==> config.mk <==
export PLATFORM = sky130hd
export DESIGN_NAME = clock_mode_ctrl
export DESIGN_NICKNAME = d
export VERILOG_FILES = /design/src/rtl/clock_mode_ctrl.sv
export SDC_FILE = /design/constraint.sdc
export NUM_CORES = 1
export LEC_CHECK = 0
export ABC_AREA = 0
export ABC_CLOCK_PERIOD_IN_PS = 1320
export CAP_MARGIN = 15
export CORE_MARGIN = 1
export CORE_UTILIZATION = 25
export CTS_CLUSTER_DIAMETER = 30
export DETAILED_ROUTE_END_ITERATION = 7
export PLACE_DENSITY = 0.6
export SLEW_MARGIN = 0
export SYNTH_ARGS = -nofsm -noshare
export SYNTH_HDL_FRONTEND = slang
export SYNTH_SLANG_ARGS = --single-unit
==> constraint.sdc <==
create_clock -name CP_1Hz -period 1.32 [get_ports CP_1Hz]
set_clock_uncertainty 0.1 [all_clocks]
set_input_delay 0.132 -clock CP_1Hz [delete_from_list [all_inputs] [get_ports CP_1Hz]]
set_output_delay 0.132 -clock CP_1Hz [all_outputs]
set_load 0.03 [all_outputs]
==> src/rtl/clock_mode_ctrl.sv <==
// Front-panel mode controller: RUN / time-set / alarm-set sequencing with registered increment and save strobes.
// Optional idle auto-return to RUN is enabled by defining CLK_MODE_TIMEOUT_EN.
module clock_mode_ctrl #(
    parameter int TIMEOUT = 30
) (
    input  logic       CP_1Hz,
    input  logic       _CR,
    input  logic       key_mode,
    input  logic       key_sel,
    input  logic       key_adj,
    input  logic       key_save,
    output logic [1:0] mode,
    output logic [1:0] field,
    output logic       clock_hold,
    output logic       time_set_hour,
    output logic       time_set_minute,
    output logic       time_set_second,
    output logic       alarm_active,
    output logic       set_hour,
    output logic       set_minute,
    output logic       set_second,
    output logic       save_alarm
);
    localparam logic [1:0] MODE_RUN   = 2'b00;
    localparam logic [1:0] MODE_TSET  = 2'b01;
    localparam logic [1:0] MODE_ASET  = 2'b10;
    localparam logic [1:0] FIELD_HOUR = 2'b00;
    localparam logic [1:0] FIELD_MIN  = 2'b01;
    localparam logic [1:0] FIELD_SEC  = 2'b10;

    if (TIMEOUT < 2 || TIMEOUT > 63) begin : g_timeout_range
        $error("clock_mode_ctrl: TIMEOUT out of range 2..63");
    end

    logic       r_mode_prev, r_sel_prev, r_save_prev;
    logic [1:0] r_mode, r_field;
    logic       r_hold, r_tsh, r_tsm, r_tss, r_aa, r_sh, r_sm, r_ss, r_save;
    logic       w_mode_edge, w_sel_edge, w_save_edge, w_timeout, w_adj_ok, w_save_nxt;
    logic [1:0] w_mode_nxt, w_field_nxt;

    assign w_mode_edge = key_mode & ~r_mode_prev;
    assign w_sel_edge  = key_sel  & ~r_sel_prev;
    assign w_save_edge = key_save & ~r_save_prev;

`ifdef CLK_MODE_TIMEOUT_EN
    localparam logic [5:0] IDLE_LAST = 6'(TIMEOUT - 1);
    logic [5:0] r_idle;
    logic       w_any_key;

    assign w_any_key = key_mode | key_sel | key_adj | key_save;
    assign w_timeout = ((r_mode == MODE_TSET) || (r_mode == MODE_ASET)) && !w_any_key
                       && (r_idle == IDLE_LAST);

    // Idle tick counter: only advances while a set mode sits untouched
    always_ff @(posedge CP_1Hz or negedge _CR) begin
        if (!_CR) begin
            r_idle <= 6'd0;
        end else if ((w_mode_nxt == MODE_RUN) || w_any_key || (w_mode_nxt != r_mode)) begin
            r_idle <= 6'd0;
        end else begin
            r_idle <= r_idle + 6'd1;
        end
    end
`else
    assign w_timeout = 1'b0;
`endif

    // Next mode/field; an illegal encoding in either register forces RUN/HOUR
    always_comb begin
        w_mode_nxt  = r_mode;
        w_field_nxt = r_field;
        if ((r_mode == 2'b11) || (r_field == 2'b11)) begin
            w_mode_nxt  = MODE_RUN;
            w_field_nxt = FIELD_HOUR;
        end else if (w_mode_edge) begin
            case (r_mode)
                MODE_RUN:  w_mode_nxt = MODE_TSET;
                MODE_TSET: w_mode_nxt = MODE_ASET;
                MODE_ASET: w_mode_nxt = MODE_RUN;
                default:   w_mode_nxt = MODE_RUN;
            endcase
            w_field_nxt = FIELD_HOUR;
        end else if (w_timeout) begin
            w_mode_nxt  = MODE_RUN;
            w_field_nxt = FIELD_HOUR;
        end else if (r_mode == MODE_RUN) begin
            w_field_nxt = FIELD_HOUR;
        end else if (w_sel_edge) begin
            case (r_field)
                FIELD_HOUR: w_field_nxt = FIELD_MIN;
                FIELD_MIN:  w_field_nxt = FIELD_SEC;
                FIELD_SEC:  w_field_nxt = FIELD_HOUR;
                default:    w_field_nxt = FIELD_HOUR;
            endcase
        end else begin
            w_field_nxt = r_field;
        end
    end

    // A mode edge in the same tick suppresses every increment strobe
    assign w_adj_ok   = key_adj & ~w_mode_edge;
    assign w_save_nxt = w_save_edge & (r_mode == MODE_ASET);

    // Key history for rising-edge detection
    always_ff @(posedge CP_1Hz or negedge _CR) begin
        if (!_CR) begin
            r_mode_prev <= 1'b0;
            r_sel_prev  <= 1'b0;
            r_save_prev <= 1'b0;
        end else begin
            r_mode_prev <= key_mode;
            r_sel_prev  <= key_sel;
            r_save_prev <= key_save;
        end
    end

    // State and registered output strobes, all derived from next-state values
    always_ff @(posedge CP_1Hz or negedge _CR) begin
        if (!_CR) begin
            r_mode  <= MODE_RUN;
            r_field <= FIELD_HOUR;
            r_hold  <= 1'b0;
            r_tsh   <= 1'b0;
            r_tsm   <= 1'b0;
            r_tss   <= 1'b0;
            r_aa    <= 1'b0;
            r_sh    <= 1'b0;
            r_sm    <= 1'b0;
            r_ss    <= 1'b0;
            r_save  <= 1'b0;
        end else begin
            r_mode  <= w_mode_nxt;
            r_field <= w_field_nxt;
            r_hold  <= (w_mode_nxt == MODE_TSET);
            r_tsh   <= w_adj_ok & (w_mode_nxt == MODE_TSET) & (w_field_nxt == FIELD_HOUR);
            r_tsm   <= w_adj_ok & (w_mode_nxt == MODE_TSET) & (w_field_nxt == FIELD_MIN);
            r_tss   <= w_adj_ok & (w_mode_nxt == MODE_TSET) & (w_field_nxt == FIELD_SEC);
            r_aa    <= (w_mode_nxt == MODE_ASET) | w_save_nxt;
            r_sh    <= w_adj_ok & (w_mode_nxt == MODE_ASET) & (w_field_nxt == FIELD_HOUR);
            r_sm    <= w_adj_ok & (w_mode_nxt == MODE_ASET) & (w_field_nxt == FIELD_MIN);
            r_ss    <= w_adj_ok & (w_mode_nxt == MODE_ASET) & (w_field_nxt == FIELD_SEC);
            r_save  <= w_save_nxt;
        end
    end

    assign mode            = r_mode;
    assign field           = r_field;
    assign clock_hold      = r_hold;
    assign time_set_hour   = r_tsh;
    assign time_set_minute = r_tsm;
    assign time_set_second = r_tss;
    assign alarm_active    = r_aa;
    assign set_hour        = r_sh;
    assign set_minute      = r_sm;
    assign set_second      = r_ss;
    assign save_alarm      = r_save;
endmodule

==> flow_summary.toml <==
[timing]
holdWs_ns = 0.0663
setup_viol = 0
finalHoldViolCount = 0
max_slew.worst_pin.slew_ns = 0.280
finalCriticalPeriod_ns = 1.25
fmax_ghz = 0.801
max-slew-margin-rel = 0.808
fin_ws_ns = 0.0708
post-route-period-util = 0.946
drv_slew = 0
rsz0062_at_grt = "no"

[die]
die_width_um = 51.4
pin_count = 19
die_area_mm2 = 0.00264
rows = 17
core_region_area_mm2 = 0.00225
start_util = 0.271
die_h_um = 51.4

[placement]
port_buffers = 18
dp.cells = 95
hpwlAfterDp_um = 806
gp_congestion = 0.762
pre_cts_ws_ns = -0.0491

[final_layout]
final_util = 0.375
fin_cells = 98
nets = 78
syn_to_final_growth_pct = 38.3
n_antenna_cell = 0
fill_cells = 249
drive_above_1_share = 0.186
multi_input_area_um2 = 208
seqCellArea_um2 = 400

[worst_setup_path]
reg2reg_from = "mode[1]"
max_stage_delay_ns = 0.39
worstReg2RegEnd = "time_set_hour"
rrSetupSlack_ns = 0.13
critPathSlowestCell = "dlygate4sd2_1"
worstRegToRegCells = 3
cp-end-kind = "output pin"
critPathBufInv = 1
crit_fanout = 2
cp.required_ns = 1.09
cp-start-kind = "flip-flop"
path_class = "flip-flop to output pin"
cp.arrival_ns = 1.02
worstPathCellList = "dlygate4sd2_1"
critPathLaunch = "field[0]"
cp_top_family = "buffers and inverters"

[drt]
wl_mm = 1.04
drt_iter0_markers = 0
via_count = 438
postRouteAntennaNets = 0
dr.pass1.iters = 1
wl_per_cell_um = 10.6
avgViaCountPerCell = 4.47
drt_drc_violations_left = 0

[status]
outcome = "finished, final reports clean"

[synthesis]
avgSynthCellArea_um2 = 12.7
synth_top_area_share = 0.656
synth_area_um2 = 611
syn-instance-count = 48
ys_seq_area_frac = 0.656
ys.warnings.count = 0
ys_seq_elements = 16
ys_types = 20
netlist_top_cells_count = "dfrtp_1, nor2_1"
yosys.area.top_type = "dfrtp_1"
synth.most_common_cell = "dfrtp_1"
synth_area_leaders = "dfrtp_1, nor2_1, mux2i_1"
synthArstFlopShare = 1.00
synth_edf_count = 0
dominantRegCellSynth = "dfrtp_1"
syn_nets = 54

[flow_run]
cap_violations = 0

[clock_network]
cts.clk_slew.worst_paths_ns = 0.08
ctsHoldBuffers = 0
clkLatencyLatePin_ns = 0.27
cts_buffer_depth = 2
cts_root_buf = "clkbuf_4"
cts_tree = "done"
clock_sinks = 16
htree_levels = 1
cts_buffers = 3

[power_and_ir_drop]
irDropWorstVdd_mv = 0.627
p_total_mw = 1.43
p_leak_nw = 0.442
p_per_area_mw_per_mm2 = 1690

[grt]
track_usage = 0.0991
grtUsageMet1 = 0.105
grt_use_met2 = 0.158
use_met3 = 0.0506
top_usage_layer = "met2"
grt_max_degree = 17
grt_pass1_vias = 435
grt_antenna_before_repair = 0
overflow = 0
grt_pass1_wl_mm = 1.84

[worst_hold_path]
holdCritPathClass = "input pin to asynchronous set/reset pin"
cells in the final DEF (no fill, tap or decap), drive strengths merged, types with 2 or more instances in the layout:
cell type      count
mux2i              2
buf                5
dlygate4sd2       10
clkdlybuf4s50      5
nand4              2
a21oi              4
nor2               8
clkbuf             3
nor3               2
dfrtp             16
nand2b             2
power breakdown:
part           internal (mW)  leakage, nW  switching (mW)  total [mW]
Sequential             0.574        0.211          0.0592       0.633
Clock                  0.106       0.0138           0.130       0.236
Combinational          0.225        0.217           0.334       0.560
how the worst max path moves through the flow:
stage	end	cells past startpoint
after floorplan	set_hour	3
after global placement	set_hour	4
after detailed placement	time_set_hour	4
after CTS	field[0]	1
after global routing	time_set_minute	4
final	field[0]	1
cells by family (layout without fill, tap and decap cells):
kind of cell / count (synthesis) / in the layout / share of synthesized area
and+or+nand+nor: 20 / 20 / 0.197
buffers and inverters: 2 / 24 / 0.0143
muxes: 2 / 2 / 0.0328
DFF: 16 / 16 / 0.656
xor gates and xnor gates: 1 / 1 / 0.0143
AOI/OAI and AO/OA: 7 / 7 / 0.0861
sequential cells by signal, indices dropped and copies added, names as in the netlist:
| register | count |
|---|---|
| mode | 2 |
| time_set_minute | 1 |
| set_second | 1 |
| time_set_hour | 1 |
| set_hour | 1 |
| r_save_prev | 1 |
| set_minute | 1 |
| clock_hold | 1 |
| save_alarm | 1 |
| field | 2 |
| time_set_second | 1 |
| r_mode_prev | 1 |
| r_sel_prev | 1 |
| alarm_active | 1 |
per-stage QoR:
stage	setup TNS, ns	area, µm²
3_5_place_dp	-0.150	828
3_3_place_gp	-0.121	828
6_report	0	845
4_1_cts	0	838
2_1_floorplan	0	611
5_1_grt	0	845
area by class of cell:
class	count	area share
inverter	1	0.00444
sequential	16	0.474
multi-input combinational	30	0.246
timing repair buffer	20	0.207
tap	28	0.0415
clock buffer	3	0.0267
layer usage:
| layer | share of wire | routed length, µm |
|---|---|---|
| met1 | 0.41 | 422 |
| met2 | 0.47 | 485 |
| met3 | 0.11 | 112 |
| met4 | 0.016 | 17 |
| met5 | 0 | 0 |
timing repair:
item,4_1_cts,5_1_grt
endpoints found under the setup margin,10,3
resized for setup,10,1
buffers inserted,0,0
pin swaps,0,1
Power figures use the tool's default switching activity.
